**config.mk**
```make
export PLATFORM = sky130hd
export DESIGN_NAME = spi_reg_ctrl
export DESIGN_NICKNAME = d
export VERILOG_FILES = /design/src/rtl/spi_reg_ctrl.sv
export SDC_FILE = /design/constraint.sdc
export NUM_CORES = 1
export LEC_CHECK = 0
export ABC_CLOCK_PERIOD_IN_PS = 3000
export BUFFER_PORTS_ARGS = -buffer_cell sky130_fd_sc_hd__buf_2
export CAP_MARGIN = 20
export CORE_MARGIN = 4
export CORE_UTILIZATION = 55
export DETAILED_ROUTE_END_ITERATION = 10
export GPL_ROUTABILITY_DRIVEN = 0
export GPL_TIMING_DRIVEN = 0
export PLACE_DENSITY = 0.86
export SETUP_SLACK_MARGIN = 0.2
export SYNTH_ARGS = -nofsm -noshare
export SYNTH_HDL_FRONTEND = slang
export SYNTH_SLANG_ARGS = --single-unit
```
**constraint.sdc**
```tcl
create_clock -name clk -period 3 [get_ports clk]
set_input_delay 0.15 -clock clk [delete_from_list [all_inputs] [get_ports clk]]
set_output_delay 0.15 -clock clk [all_outputs]
set_load 0.02 [all_outputs]
```
**src/rtl/spi_reg_ctrl.sv**
```systemverilog
// spi_reg_ctrl: command decoder and register file sequencing the spi_slave byte datapath.
// Build option: define SPI_REG_CTRL_AUTOINC_EN for burst address auto-increment.
module spi_reg_ctrl #(
    parameter int unsigned ADDR_W   = 4,
    parameter int unsigned NUM_REGS = 16
) (
    input  logic                  clk,
    input  logic                  reset_n,
    input  logic                  cs,
    input  logic [7:0]            si_data,
    input  logic                  si_done,
    input  logic                  so_ready,
    output logic [7:0]            so_data,
    output logic                  so_start,
    output logic [8*NUM_REGS-1:0] regs_flat,
    output logic                  wr_pulse,
    output logic [ADDR_W-1:0]     wr_addr
);

`ifdef SPI_REG_CTRL_AUTOINC_EN
    localparam bit AUTOINC = 1'b1;
`else
    localparam bit AUTOINC = 1'b0;
`endif
    localparam logic [ADDR_W-1:0] LAST_ADDR  = ADDR_W'(NUM_REGS - 1);
    localparam logic [ADDR_W:0]   NUM_REGS_W = (ADDR_W + 1)'(NUM_REGS);

    typedef enum logic [2:0] {
        IDLE,
        CMD,
        WR,
        RD_LOAD,
        RD_WAIT
    } state_t;

    state_t            state;
    logic [ADDR_W-1:0] addr;
    logic [7:0]        regs [NUM_REGS];
    logic              cs_meta;
    logic              cs_sync;
    logic              cs_prev;
    logic              cs_fall_c;
    logic              cs_rise_c;
    logic              mapped_c;
    logic [7:0]        rd_byte_c;
    logic [ADDR_W-1:0] addr_next_c;

    // Two-flop synchronizer on the raw chip-select pin plus an edge-detect stage.
    always_ff @(posedge clk or negedge reset_n) begin
        if (!reset_n) begin
            cs_meta <= 1'b1;
            cs_sync <= 1'b1;
            cs_prev <= 1'b1;
        end else begin
            cs_meta <= cs;
            cs_sync <= cs_meta;
            cs_prev <= cs_sync;
        end
    end

    assign cs_fall_c   = cs_prev & ~cs_sync;
    assign cs_rise_c   = ~cs_prev & cs_sync;
    assign mapped_c    = {1'b0, addr} < NUM_REGS_W;
    assign addr_next_c = !AUTOINC ? addr :
                         (addr == LAST_ADDR) ? '0 : addr + ADDR_W'(1);

    // Unmapped addresses match no register, so the read mux returns zero for them.
    always_comb begin
        rd_byte_c = '0;
        for (int unsigned i = 0; i < NUM_REGS; i++) begin
            if (addr == ADDR_W'(i)) begin
                rd_byte_c = regs[i];
            end
        end
    end

    for (genvar g = 0; g < NUM_REGS; g++) begin : g_flat
        assign regs_flat[8*g +: 8] = regs[g];
    end

    always_ff @(posedge clk or negedge reset_n) begin
        if (!reset_n) begin
            state    <= IDLE;
            addr     <= '0;
            so_data  <= '0;
            so_start <= 1'b0;
            wr_pulse <= 1'b0;
            wr_addr  <= '0;
            for (int unsigned i = 0; i < NUM_REGS; i++) begin
                regs[i] <= '0;
            end
        end else begin
            so_start <= 1'b0;
            wr_pulse <= 1'b0;
            unique case (state)
                IDLE: begin
                    if (cs_fall_c) begin
                        state <= CMD;
                    end
                end
                CMD: begin
                    if (si_done) begin
                        addr  <= si_data[ADDR_W-1:0];
                        state <= si_data[7] ? RD_LOAD : WR;
                    end
                end
                WR: begin
                    if (si_done) begin
                        if (mapped_c) begin
                            wr_pulse <= 1'b1;
                            wr_addr  <= addr;
                        end
                        for (int unsigned i = 0; i < NUM_REGS; i++) begin
                            if (addr == ADDR_W'(i)) begin
                                regs[i] <= si_data;
                            end
                        end
                        addr <= addr_next_c;
                    end
                end
                RD_LOAD: begin
                    // A byte arriving before so_ready still counts as consumed.
                    if (si_done) begin
                        addr <= addr_next_c;
                    end else if (so_ready && !cs_rise_c) begin
                        so_data  <= rd_byte_c;
                        so_start <= 1'b1;
                        state    <= RD_WAIT;
                    end
                end
                RD_WAIT: begin
                    if (si_done) begin
                        addr  <= addr_next_c;
                        state <= RD_LOAD;
                    end
                end
                default: state <= IDLE;
            endcase
            // Deselect wins over any transition above; a same-cycle byte is still applied.
            if (cs_rise_c) begin
                state <= IDLE;
            end
        end
    end

endmodule
```
# ---- After elaboration in Yosys (flattened, before gate mapping)
# Cells that the tools add are included.
dict set report word_totals {
  input_bits 13
  romBits 0
  wordCells 108
  memories 0
  mem_bits_rw 0
  latchBits 0
  regBits 152
  out_inout_bits 142
}
dict set report classes {
  n_addsub 0
  reduce_logical 24
  n_bitwise 5
  n_div 0
  eq_ne 25
  n_shift 0
  n_mul 0
  magnitude_cmp 0
  n_mux 29
}
# op n
set op_table {}
lappend op_table {{$mux W8} 16}
lappend op_table {{$reduce_and A3 Y1} 17}
lappend op_table {{$eq A4 B4 Y1 const B} 8}
lappend op_table {{$mux W3} 6}
lappend op_table {{$eq A4 B3 Y1 const B} 4}
lappend op_table {{$ne A3 B3 Y1 const B} 5}
lappend op_table {{$pmux W3 S5} 1}
lappend op_table {{$eq A4 B2 Y1 const B} 2}
lappend op_table {{$eq A3 B2 Y1 const B} 2}
lappend op_table {{$mux W1} 6}
lappend op_table {{$reduce_and A6 Y1} 1}
lappend op_table {{$eq A4 B1 Y1 const B} 1}
lappend op_table {{$logic_not A4 Y1} 1}
lappend op_table {{$reduce_and A2 Y1} 2}
lappend op_table {{$eq A3 B1 Y1 const B} 1}
lappend op_table {{$eq A3 B3 Y1 const B} 1}
lappend op_table {{$logic_not A3 Y1} 1}
lappend op_table {{$not A1 Y1} 3}
lappend op_table {{$and A1 B1 Y1} 2}
lappend op_table {{$ne A2 B2 Y1 const B} 1}
lappend op_table {{$logic_and A1 B1 Y1} 1}
lappend op_table {{$logic_not A1 Y1} 1}

# ---- Depth between registers and ports, before layout
dict set report depth {
  word_depth 17
  mapped_depth 10
  ltp_nobuf 8
}

# ---- Worst setup path before layout
# No wires, ideal clock.
dict set report synth_timing {
  kind {reg2reg}
  from {register cs_prev}
  to {register so_data[1]}
  path_buffers 2
  path_stages_with_launch 11
  setup_time_ns 0.126
  required_time_ns 2.874
  t_arrival_ns 2.112
  setup_slack_ns 0.762
  synth_period_minus_slack_ns 2.238
  path_cell_list {dfstp_2 inv_1 ha_1 or2_2 or2_2 clkbuf_1 inv_1 buf_2 o21ai_0 o221ai_1 a21oi_1}
}
dict set report synth_via {
  elab_chain_cells 5
}
# item line
set synth_lines {}
lappend synth_lines {{start, declared} 41} ;# logic cs_prev;
lappend synth_lines {{start signal, assigned} 57} ;# cs_prev <= cs_sync;
lappend synth_lines {{$not A1 Y1} 62} ;# assign cs_rise_c = ~cs_prev & cs_sync;
lappend synth_lines {{$and A1 B1 Y1} 62}
lappend synth_lines {{$logic_not A1 Y1} 125} ;# end else if (so_ready && !cs_rise_c) begin
lappend synth_lines {{$logic_and A1 B1 Y1} 125}
lappend synth_lines {{$reduce_and A3 Y1 (no source line)} n/a}
lappend synth_lines {{end signal, assigned} 126} ;# so_data <= rd_byte_c;
lappend synth_lines {{end, declared} 13} ;# output logic [7:0] so_data,
# Every way passes these cells.
# A chain may end at the register's enable or synchronous reset.

# ---- Final worst setup path
# Same ends and word-level chain as after synthesis.

==> impl_metrics.tcl <==
set metrics [dict create \
    rr_worst_depth 10 \
    hp-class "primary input to register" \
    grt_antenna_before_repair 0 \
    fp.dieH_um 123 \
    drt_iter0_drc 664 \
    relSlewSlack 0.400 \
    dominantRegCellSynth "dfrtp_1" \
    end_kind "register" \
    reg2reg_from "cs_prev$_DFF_PN1_" \
    io_buffer_count 154 \
    path_clk_slew_ns 0.06 \
    grt_pass1_wl_mm 35.1 \
    path_class "register to register" \
    htreeDepth 4 \
    synth-async-reset-ratio 1.00 \
    grt.overflow.total 0 \
    p_per_area_mw_per_mm2 1120 \
    cp_max_fo 10 \
    min_period_ns 2.69 \
    num_vias 5955 \
    slowest_delay_ns 0.51 \
    dieArea_mm2 0.0151 \
    routedWlPerCell_um 24.8 \
    synth.avg_cell_area_um2 12.5 \
    clock_latency_ns 0.43 \
    status "complete, no violations" \
    r2r_slack_ns 0.31 \
    grt_max_degree 85 \
    setup_viol 0 \
    viasPerCell 6.35 \
    skew_ns 0.00963 \
    clockBufferDepth 2 \
    ys_ff_latch 152 \
    worst_slack_ns 0.313 \
    final_common_cell "buf_2" \
    synthesis.nets 592 \
    stdcell_area_mm2 0.00882 \
    drt_pass1_iterations 8 \
    post_dp_cell_area_mm2 0.00828 \
    final_cell_mix "buf_2 (166), dfrtp_1 (149), mux2_2 (132), nor2_1 (28), nand2_1 (28)" \
    cp.required_ns 3.31 \
    drc 0 \
    std_cell_rows 41 \
    hold_viol 0 \
    coreArea_mm2 0.0128 \
    hold_slack_ns 0.0143 \
    antenna_cells 0 \
    ir_drop_v 0.000660 \
    seq_area_frac_synth 0.525 \
    die_w_um 123 \
    p_leak_nw 4.53 \
    wirelength_mm 23.2 \
    cpMaxStageDelayCell "dfstp_2" \
    cp-startpoint "cs_prev$_DFF_PN1_" \
    dp_slack_ns 0.320 \
    drv_slew 0 \
    worstHoldEndpoint "state[2]$_DFFE_PN0P_" \
    fillers 944 \
    synth_cell_types 61 \
    cp.arrival_ns 2.99 \
    initial_core_util 0.568 \
    drive_gt1_frac 0.486 \
    min_from "si_done" \
    p_total_mw 9.91 \
    clock-sinks 152 \
    layout.nets 769 \
    hpwl_mm 16.4 \
    cts_root_buffer "clkbuf_16" \
    ys_warn_count 0 \
    rsz0062_at_grt "no" \
    grtUsageTotal 0.316 \
    timing.final.crit_share 0.896 \
    grt_pass1_vias 6125 \
    tightest_slew_ns 0.900 \
    area_growth_pct 21.7 \
    min_path_cells 3 \
    syn_inst 578 \
    ant_nets 0 \
    fmax_mhz 372 \
    cts_tree "built" \
    reg2reg_to "so_data[1]$_DFFE_PN0P_" \
    drv_cap 0 \
    synth_edf_count 0 \
    ioPinCount 155 \
    synth_area_mm2 0.00725 \
    path_cells "inv_1, ha_1, or2_2, or2_2, clkbuf_2, inv_1, buf_2, o21ai_0, o221ai_1, a21oi_1" \
    numCtsBuffers 17 \
    startpoint_type "register" \
]
-- report_power, final --
group	total, mW	internal (mW)	leakage (nW)	switching [mW]
Clock	1.96	1.14	0.265	0.818
Combinational	4.56	1.72	2.23	2.84
Sequential	3.39	2.74	2.03	0.644
Total	9.91	5.61	4.53	4.30
-- worst max-delay path, delay by kind of cell (launching register included) --
| family | cells | cell delay [ns] |
|---|---|---|
| flops | 1 | 0.51 |
| compound gates | 3 | 0.49 |
| buf+inv | 4 | 0.68 |
| simple gates | 2 | 0.68 |
| fa+ha+maj | 1 | 0.21 |
-- worst max path at each step --
stage / endpoint / slack [ns] / depth (start not counted)
final: so_data[1]$_DFFE_PN0P_ / 0.31 / 10
after global routing: so_data[1]$_DFFE_PN0P_ / 0.24 / 10
after CTS: so_data[1]$_DFFE_PN0P_ / 0.30 / 10
after detailed placement: so_data[1]$_DFFE_PN0P_ / 0.32 / 10
after global placement: state[1]$_DFFE_PN0P_ / -0.25 / 1
after floorplan: so_data[1]$_DFFE_PN0P_ / 0.76 / 10
-- per-stage QoR --
| step | util | std cells | TNS [ns] |
|---|---|---|---|
| after floorplan | - | 578 | 0 |
| after global routing | 0.691 | 938 | 0 |
| after CTS | 0.691 | 938 | 0 |
| final | 0.691 | 938 | 0 |
| after global placement | 0.645 | 904 | -35.91 |
| after detailed placement | 0.648 | 906 | 0 |
-- what timing repair did --
item,4_1_cts,5_1_grt
setup buffers,0,0
endpoints found under the hold margin,69,0
endpoints found under the setup margin,0,2
resized for setup,0,2
hold buffers,2,0
-- cell families after synthesis --
logic type,after synthesis,synth area share
compound gates,98,0.0916
flops,152,0.525
mux,158,0.259
simple gates,118,0.0908
fa+ha+maj,1,0.00173
buf+inv,50,0.0309
xor+xnor,1,0.00121
-- registers in the layout, summed over array words and instances (netlist names) --
signal and flops:
so_start 1, addr 4, so_data 8, cs_sync 1
cs_prev 1, wr_pulse 1, state 3, wr_addr 4
cs_meta 1, regs_flat 128
-- layer usage --
| metal | GRT usage | routed length, um | share of wire |
|---|---|---|---|
| met1 | 0.409 | 8570 | 0.37 |
| met2 | 0.489 | 10900 | 0.47 |
| met3 | 0.0972 | 2730 | 0.12 |
| met4 | 0.145 | 1010 | 0.043 |
| met5 | 0 | 0 | 0 |
-- synth_stat cells, types with 5 or more instances --
cell type  instances  area share
a21oi_1           19       0.013
o32ai_1            7      0.0085
o21ai_0           20       0.014
dfrtp_1          149        0.51
mux2_2           132        0.21
nand2b_1          10      0.0086
nor3_1             9      0.0062
a211oi_1           6      0.0062
nor2_1            28       0.014
o22ai_1            8      0.0069
nand2_2           10      0.0086
nand2_1           28       0.014
clkbuf_1          19      0.0098
mux4_2            10       0.031
a31oi_1            5      0.0043
mux2i_1           13       0.018
buf_2             12      0.0083
inv_1             13      0.0067
-- layout make-up --
type	instances	area (um^2)	share of cell area
buffer	36	173	0.0196
clock buffer	20	447	0.0506
clock inverter	10	81.3	0.00922
inverter	14	52.6	0.00595
multi-input combinational	376	3220	0.365
sequential	152	3810	0.431
tap	172	215	0.0244
timing repair buffer	158	830	0.0940
(Power assumes the default switching activity.)
